--- src/rtl/coef_mem_pkg.sv ---
// rtl/coef_mem_pkg.sv - shared state type and default-coefficient functions
package coef_mem_pkg;

  // Wide enough for any packed word the loader is likely to be built with.
  localparam int MAX_WORD_W = 256;

  typedef enum logic {
    INIT  = 1'b0,
    READY = 1'b1
  } state_e;

  // Default matrix element: row index + 1, where j = row + rows*col.
  function automatic int default_elem(input int j, input int rows, input int elem_w);
    return ((j % rows) + 1) & ((1 << elem_w) - 1);
  endfunction

  // Packs elements pack*w .. pack*w+pack-1, lowest index in the LSBs.
  // Elements past the end of the matrix stay zero.
  function automatic logic [MAX_WORD_W-1:0] default_word(input int w, input int rows,
                                                         input int cols, input int pack,
                                                         input int elem_w);
    logic [MAX_WORD_W-1:0] word;
    int j;
    word = '0;
    for (int p = 0; p < pack; p++) begin
      j = pack * w + p;
      if (j < rows * cols) begin
        word = word | (MAX_WORD_W'(default_elem(j, rows, elem_w)) << (p * elem_w));
      end
    end
    return word;
  endfunction

endpackage

--- src/rtl/coef_mem_init_gen.sv ---
// rtl/coef_mem_init_gen.sv - load counter and default-word generator
module coef_mem_init_gen
  import coef_mem_pkg::*;
#(
  parameter int ELEM_W = 7,
  parameter int PACK   = 2,
  parameter int ROWS   = 8,
  parameter int COLS   = 4,
  parameter int DEPTH  = 16,
  localparam int WORD_W = ELEM_W * PACK,
  localparam int ADDR_W = $clog2(DEPTH)
) (
  input  logic              clk,
  input  logic              rst,
  input  logic              enable,
  input  logic              restart,
  output logic              init_we,
  output logic [ADDR_W-1:0] init_addr,
  output logic [WORD_W-1:0] init_data,
  output logic              last
);

  localparam logic [ADDR_W-1:0] LAST_ADDR = ADDR_W'(DEPTH - 1);

  logic [ADDR_W-1:0] cnt_q, cnt_d;

  assign init_we   = enable;
  assign init_addr = cnt_q;
  assign last      = (cnt_q == LAST_ADDR);
  assign init_data = WORD_W'(default_word(int'(cnt_q), ROWS, COLS, PACK, ELEM_W));

  // Next load address: restart wins; wrap after the final word so an idle counter sits at 0.
  always_comb begin
    cnt_d = cnt_q;
    if (restart) begin
      cnt_d = '0;
    end else if (enable) begin
      cnt_d = last ? '0 : cnt_q + 1'b1;
    end
  end

  // Load counter register.
  always_ff @(posedge clk or negedge rst) begin
    if (!rst) begin
      cnt_q <= '0;
    end else begin
      cnt_q <= cnt_d;
    end
  end

endmodule

--- src/rtl/coef_mem_loader.sv ---
// rtl/coef_mem_loader.sv - coefficient store with self-initialising load and runtime overwrite
module coef_mem_loader
  import coef_mem_pkg::*;
#(
  parameter int ELEM_W = 7,
  parameter int PACK   = 2,
  parameter int ROWS   = 8,
  parameter int COLS   = 4,
  parameter int DEPTH  = 16,
  localparam int WORD_W = ELEM_W * PACK,
  localparam int ADDR_W = $clog2(DEPTH)
) (
  input  logic              clk,
  input  logic              rst,
  input  logic              reload_start,
  input  logic              wr_valid,
  output logic              wr_ready,
  input  logic [ADDR_W-1:0] wr_addr,
  input  logic [WORD_W-1:0] wr_data,
  input  logic              rd_en,
  input  logic [ADDR_W-1:0] rd_addr,
  output logic              rd_valid,
  output logic [WORD_W-1:0] rd_data,
  output logic              rd_err,
  output logic              load_done,
  output logic              busy
);

  localparam logic [ADDR_W:0] DEPTH_L = (ADDR_W + 1)'(DEPTH);

  state_e            state_q, state_d;
  logic              rd_valid_q, rd_valid_d;
  logic              rd_err_q, rd_err_d;
  logic [WORD_W-1:0] rd_data_q, rd_data_d;
  logic [WORD_W-1:0] mem_q [DEPTH];

  logic              init_we, init_last;
  logic [ADDR_W-1:0] init_addr;
  logic [WORD_W-1:0] init_data;

  logic              mem_we;
  logic [ADDR_W-1:0] mem_waddr;
  logic [WORD_W-1:0] mem_wdata;
  logic              wr_in_range, rd_in_range;

  coef_mem_init_gen #(
    .ELEM_W(ELEM_W),
    .PACK  (PACK),
    .ROWS  (ROWS),
    .COLS  (COLS),
    .DEPTH (DEPTH)
  ) u_init_gen (
    .clk      (clk),
    .rst      (rst),
    .enable   (state_q == INIT),
    .restart  (reload_start),
    .init_we  (init_we),
    .init_addr(init_addr),
    .init_data(init_data),
    .last     (init_last)
  );

  assign busy        = (state_q == INIT);
  assign load_done   = (state_q == READY);
  assign wr_ready    = (state_q == READY);
  assign rd_valid    = rd_valid_q;
  assign rd_err      = rd_err_q;
  assign rd_data     = rd_data_q;
  assign wr_in_range = ({1'b0, wr_addr} < DEPTH_L);
  assign rd_in_range = ({1'b0, rd_addr} < DEPTH_L);

  // Next state: reload always restarts INIT; INIT finishes on the last default word.
  always_comb begin
    state_d = state_q;
    unique case (state_q)
      INIT: begin
        if (!reload_start && init_last) state_d = READY;
      end
      READY: begin
        if (reload_start) state_d = INIT;
      end
    endcase
  end

  // Write port mux: loader owns the array in INIT, external writes in READY.
  always_comb begin
    mem_we    = 1'b0;
    mem_waddr = init_addr;
    mem_wdata = init_data;
    if (state_q == INIT) begin
      mem_we = init_we;
    end else if (wr_valid && wr_in_range) begin
      mem_we    = 1'b1;
      mem_waddr = wr_addr;
      mem_wdata = wr_data;
    end
  end

  // Read port: old contents are sampled, so a same-address write is read-first.
  always_comb begin
    rd_valid_d = 1'b0;
    rd_err_d   = 1'b0;
    rd_data_d  = rd_data_q;
    if (rd_en) begin
      if (state_q == READY && rd_in_range) begin
        rd_valid_d = 1'b1;
        rd_data_d  = mem_q[rd_addr];
      end else begin
        rd_err_d = 1'b1;
      end
    end
  end

  // FSM state and read-port registers.
  always_ff @(posedge clk or negedge rst) begin
    if (!rst) begin
      state_q    <= INIT;
      rd_valid_q <= 1'b0;
      rd_err_q   <= 1'b0;
      rd_data_q  <= '0;
    end else begin
      state_q    <= state_d;
      rd_valid_q <= rd_valid_d;
      rd_err_q   <= rd_err_d;
      rd_data_q  <= rd_data_d;
    end
  end

  // Coefficient array; contents survive reset and are rebuilt by the loader.
  always_ff @(posedge clk) begin
    if (mem_we) mem_q[mem_waddr] <= mem_wdata;
  end

endmodule

--- config.mk ---
export PLATFORM = sky130hd
export DESIGN_NAME = coef_mem_loader
export DESIGN_NICKNAME = d
export VERILOG_FILES = /design/src/rtl/coef_mem_pkg.sv /design/src/rtl/coef_mem_init_gen.sv /design/src/rtl/coef_mem_loader.sv
export SDC_FILE = /design/constraint.sdc
export NUM_CORES = 1
export LEC_CHECK = 0
export BUFFER_PORTS_ARGS = -buffer_cell sky130_fd_sc_hd__buf_2
export CAP_MARGIN = 20
export CORE_MARGIN = 2
export CORE_UTILIZATION = 55
export DETAILED_ROUTE_END_ITERATION = 10
export PLACE_DENSITY_LB_ADDON = 0.15
export SYNTH_ARGS = -nofsm -noshare
export SYNTH_HDL_FRONTEND = slang
export SYNTH_SLANG_ARGS = --single-unit
--- constraint.sdc ---
create_clock -name clk -period 1.9 [get_ports clk]
set_input_delay 0.38 -clock clk [delete_from_list [all_inputs] [get_ports clk]]
set_output_delay 0.38 -clock clk [all_outputs]
set_load 0.05 [all_outputs]
-- Word level (Yosys, flattened, before mapping)
Memory sizes are Yosys's and may differ from the RTL's. A register that Yosys moved wholly into a read port is not among the register bits.
Index checks and enable logic that the tools add are counted.
- flip-flop bits (word level): 7
- RAM bits: 224
- bits of input ports: 27
- word-level logic and storage cells: 41
- memories kept: 1
- add/subtract/negate cells: 4
- magnitude comparators: 2
- eq/ne operators: 2
- multiplexer cells: 20
- bitwise logic cells: 3
- reductions and logical operators: 5
- memory list (name ; depth ; width ; rd ports ; clocked after memory_dff ; write ports ; RTL line ; source):
    mem_q ; 16 ; 14 ; 1 ; 1 ; 1 ; coef_mem_loader.sv:35 ; logic [WORD_W-1:0] mem_q [DEPTH];
- operator list (operator ; number):
    14-bit 2-to-1 mux ; 3
    32-bit by 7-bit < comparator with 1-bit output (second input constant) ; 1
    4-bit 2-to-1 mux ; 5
    7-bit by 14-bit OR with 14-bit output ; 1
    1-bit 2-to-1 mux ; 10
    7-bit 2-to-1 mux ; 1
    5-bit by 1-bit adder with 6-bit output (second input constant) ; 1
    5-bit by 6-bit < comparator with 1-bit output (second input constant) ; 1
    4-bit by 2-bit adder with 5-bit output (second input constant) ; 1
    3-bit by 1-bit adder with 4-bit output (second input constant) ; 1
    4-bit by 1-bit adder with 4-bit output (second input constant) ; 1
    4-bit equality test (second input constant) ; 1
    3-bit OR reduction ; 1
    1-bit logical NOT ; 2
    2-bit != test (second input constant) ; 1
    1-bit case mux with 2 select lines ; 1
    2-bit AND reduction ; 1
    1-bit bitwise AND (first input constant) ; 1
    1-bit logical AND ; 1
    1-bit inverter ; 1

-- Longest topological paths before layout
- depth after elaboration: 8
- mapped depth: 7
- depth with buffers taken out: 5

-- Modules after synthesis
Synthesis repeated with hierarchy kept, for this count alone.
- cells, all modules: 626
- area, all modules: 9947.0 sq um
- by module, submodules not included (module ; times used ; cells each ; area each (sq um)):
    coef_mem_loader ; 1 ; 589 ; 9644.2
    coef_mem_init_gen ; 1 ; 37 ; 302.8

-- Least setup slack after synthesis
OpenSTA, ideal clock, no wires.
- path kind: register to register
- from: register state_q (netlist: load_done)
- to: memory mem_q[9][0] (netlist bit), enable pin
- arrival time: 2012 ps
- slack: -497 ps
- stages on the path, launching flop included: 6
- path buffers: 1
- clock period less this slack: 2397 ps
- cell sequence: dfrtp_1 -> buf_4 -> inv_2 -> nor2_1 -> a32oi_1 -> nor2_1
- cells in the longest elaborated chain, start to end: 4
- RTL lines (element ; RTL line ; source):
    start, declared ; coef_mem_loader.sv:31 ; state_e state_q, state_d;
    start signal, assigned ; coef_mem_loader.sv:122 ; state_q <= state_d;
    1-bit inverter ; n/a ;
    net busy ; coef_mem_loader.sv:26 ; output logic busy
    1-bit 2-to-1 mux ; coef_mem_loader.sv:90 ; if (state_q == INIT) begin
    1-bit 2-to-1 mux ; coef_mem_loader.sv:131 ; if (mem_we) mem_q[mem_waddr] <= mem_wdata;
    1-bit 2-to-1 mux (not written as such) ; coef_mem_loader.sv:131 ;
    end, declared ; coef_mem_loader.sv:35 ;
The timed path passes the listed nets, and every way through them passes these cells.

-- Worst setup path in the final report
- from: register state_q (netlist: load_done)
- to: output busy
- cells in the longest elaborated chain, start to end: 1
- RTL lines (element ; RTL line ; source):
    1-bit inverter ; coef_mem_loader.sv:63 ; assign busy = (state_q == INIT);
    end, declared ; coef_mem_loader.sv:26 ;
Every way passes these cells.

==> flow_metrics.env <==
export IMPL_placed_cells=901
export IMPL_synth_avg_cell_area_um2=15.97
export IMPL_viasPerCell=5.771
export IMPL_syn_cell_area_um2=9774
export IMPL_holdCritStartpoint="reload_start"
export IMPL_dieArea_um2=18850
export IMPL_worst_slew_pin_slew_ps=647.8
export IMPL_async_flop_share_pct=8.571
export IMPL_synth_most_common_cell="edfxtp_1"
export IMPL_critPathSlowestCell="dfrtp_2"
export IMPL_grt_overflow=0
export IMPL_num_vias=5529
export IMPL_io_buffers=45
export IMPL_crit_chain="buf_4 -> inv_2 -> buf_4"
export IMPL_cts_htree_levels=1
export IMPL_multi_input_area_um2=2489
export IMPL_numCtsBuffers=25
export IMPL_post_route_period_util_pct=96.31
export IMPL_peakVddDrop_mv=1.204
export IMPL_synth_distinct_cells=32
export IMPL_synth_edf_count=224
export IMPL_num_rows=48
export IMPL_first_global_vias=5488
export IMPL_end_kind="output pin"
export IMPL_route_detailed_drc=0
export IMPL_syn_nets=640
export IMPL_max_freq_mhz=546.5
export IMPL_first_pass_iters=5
export IMPL_r2r_start="load_done"
export IMPL_track_usage_pct=24.43
export IMPL_rr_worst_depth=6
export IMPL_hold_viol=0
export IMPL_ctsLongestPathBuffers=3
export IMPL_floorplan_initialDensity_pct=56.31
export IMPL_dpl_cell_area_um2=10800
export IMPL_n_fill_cell=1127
export IMPL_power_density_nw_per_um2=974.2
export IMPL_crit_family="buffers and inverters"
export IMPL_slowest_delay_ps=410
export IMPL_setup_violations_final=0
export IMPL_grt_pass1_wl_mm=32.83
export IMPL_fin_skew_ps=17.32
export IMPL_grt_max_degree=45
export IMPL_criticalPathCategory="reg -> out"
export IMPL_dieHeight_um=137.3
export IMPL_dpl_hpwl_mm=15.07
export IMPL_layout_drive_gt1_share_pct=23.19
export IMPL_synth_top_cell_area_share_pct=68.82
export IMPL_ys_warn_count=0
export IMPL_outcome="complete, no violations"
export IMPL_clk_pin_slew_ps=60
export IMPL_core_area_um2=17360
export IMPL_nets=743
export IMPL_period_needed_ps=1830
export IMPL_netlist_instances=612
export IMPL_rr_endpoint="mem_q[9][7]"
export IMPL_hold_class="in -> reg"
export IMPL_clk_latency_ps=510
export IMPL_ant_nets=0
export IMPL_synth_common_cells="edfxtp_1 (224), mux2i_1 (112), nand2_1 (59), nand3_1 (32), a22oi_1 (28)"
export IMPL_routabilityCongestion=0.9445
export IMPL_min_path_cells=2
export IMPL_cp_common_cell="buf_4"
export IMPL_drt_iter0_drc=486
export IMPL_routed_wl_mm=22.50
export IMPL_finalWorstSetupSlack_ps=70.20
export IMPL_stdcell_count=958
export IMPL_syn_to_final_growth_pct=20.85
export IMPL_die_w_um=137.3
export IMPL_seq_area_frac_synth_pct=74.19
export IMPL_yosys_top_cells_area="edfxtp_1 (69%), mux2i_1 (11%), dfrtp_1 (5.4%)"
export IMPL_crit_start="load_done"
export IMPL_worstHoldEndpoint="u_init_gen.init_addr[2]"
export IMPL_crit_buf_inv=3
export IMPL_worstPathArrival_ps=1450
export IMPL_drv_cap=0
export IMPL_diodes=0
export IMPL_stdcell_area_um2=11810
export IMPL_antenna_found_initial=0
export IMPL_synth_seq_cells=245
export IMPL_io_pins=46
export IMPL_regArea_um2=7253
export IMPL_hold_ws_ps=101.2
export IMPL_slew_viol_final=0
export IMPL_clock_tree_root_cell="clkbuf_16"
export IMPL_ff2ff_setup_slack_ps=80
export IMPL_post_drt_wl_per_cell_um=23.49
export IMPL_cp_required_ps=1520
export IMPL_crit_path_start_kind="flop"
export IMPL_cts_tree="done"
export IMPL_yosysTopAreaCell="edfxtp_1"
export IMPL_utilization_pct=68.06
export IMPL_place_ws_ps=-203.8
export IMPL_ys_flop_type="edfxtp_1"
export IMPL_slew_headroom_pct=56.68
export IMPL_p_leak_nw=4.313
export IMPL_crit_fanout=6
export IMPL_numClockSinks=245
[cells by family after synthesis]
| logic type | count (synthesis) | synth area share [%] |
|---|---|---|
| buffers and inverters | 37 | 2.586 |
| adder cells (fa/ha/maj) | 1 | 0.1280 |
| multiplexers | 116 | 11.93 |
| AND/OR/NAND/NOR | 155 | 7.322 |
| AO/OA/AOI/OAI | 57 | 3.751 |
| XOR/XNOR | 1 | 0.08962 |
| flip-flops | 245 | 74.19 |
[per-stage QoR]
step / TNS [ps] / power (mW)
2_1_floorplan: -269.5 / 6.764
3_3_place_gp: -15430 / 7.079
3_5_place_dp: -23090 / 7.103
4_1_cts: -168.1 / 11.55
5_1_grt: -241.9 / 11.82
6_report: 0 / 11.51
[power by group]
part / internal [mW] / switching, mW / total (mW)
Combinational: 0.318 / 0.603 / 0.921
Clock: 2.64 / 1.84 / 4.48
Sequential: 6.04 / 0.0733 / 6.11
Total: 8.99 / 2.51 / 11.5
[per-layer routing]
metal  GRT usage [%]  wire, um  vias to the layer above
met5               0         0                        -
li1                -         -                     2550
met4           7.904       807                        0
met3           4.194      1053                       47
met1           31.09      8976                     2774
met2           42.84     11660                      158
[layout make-up]
class,instances,share of cell area [%]
clock buffers,36,5.815
clock inverters,9,0.5932
inverters,4,0.1271
multi-input cells,330,21.07
flip-flops and latches,245,61.40
well taps,225,2.383
repair buffers,109,8.611
[what timing repair did]
item | 4_1_cts | 5_1_grt
setup endpoints to repair | 125 | 104
setup buffers | 6 | 5
gates resized for setup | 1 | 4
pin swaps | 8 | 5
hold buffers | 1 | 0
hold endpoints to repair | 21 | 0
[worst max path at each step]
stage | end | cells past startpoint
floorplan | mem_q[3][0] | 5
CTS | mem_q[13][0] | 5
finish | busy | 3
detailed placement | mem_q[7][5] | 5
global placement | mem_q[7][12] | 5
global route | mem_q[9][11] | 6
[cell usage in the layout (no fill, tap or decap), drive strengths merged, types with 2 or more instances in the layout]
master,synthesis,final
edfxtp,224,224
mux2i,112,112
buf,26,108
nand2,59,59
clkbuf,7,36
nand3,32,32
a22oi,28,28
nor2,27,27
a21oi,21,21
dfrtp,21,21
nand4,14,14
and3,10,10
clkinv,0,6
a31oi,6,6
nor2b,5,5
inv,4,5
mux2,4,4
nor3,3,3
nor3b,2,2
[worst register-to-register path, delay by kind of cell, from the launching register on]
| kind | cells | cell delay [ps] |
|---|---|---|
| buffers and inverters | 2 | 330 |
| AND/OR/NAND/NOR | 3 | 350 |
| flip-flops | 1 | 410 |
| AO/OA/AOI/OAI | 1 | 500 |
[registers in the layout, indices dropped and copies added (netlist names)]
name / cells
rd_err: 1
mem_q: 224
rd_data: 14
u_init_gen.init_addr: 4
load_done: 1
rd_valid: 1
(Power assumes the default switching activity.)
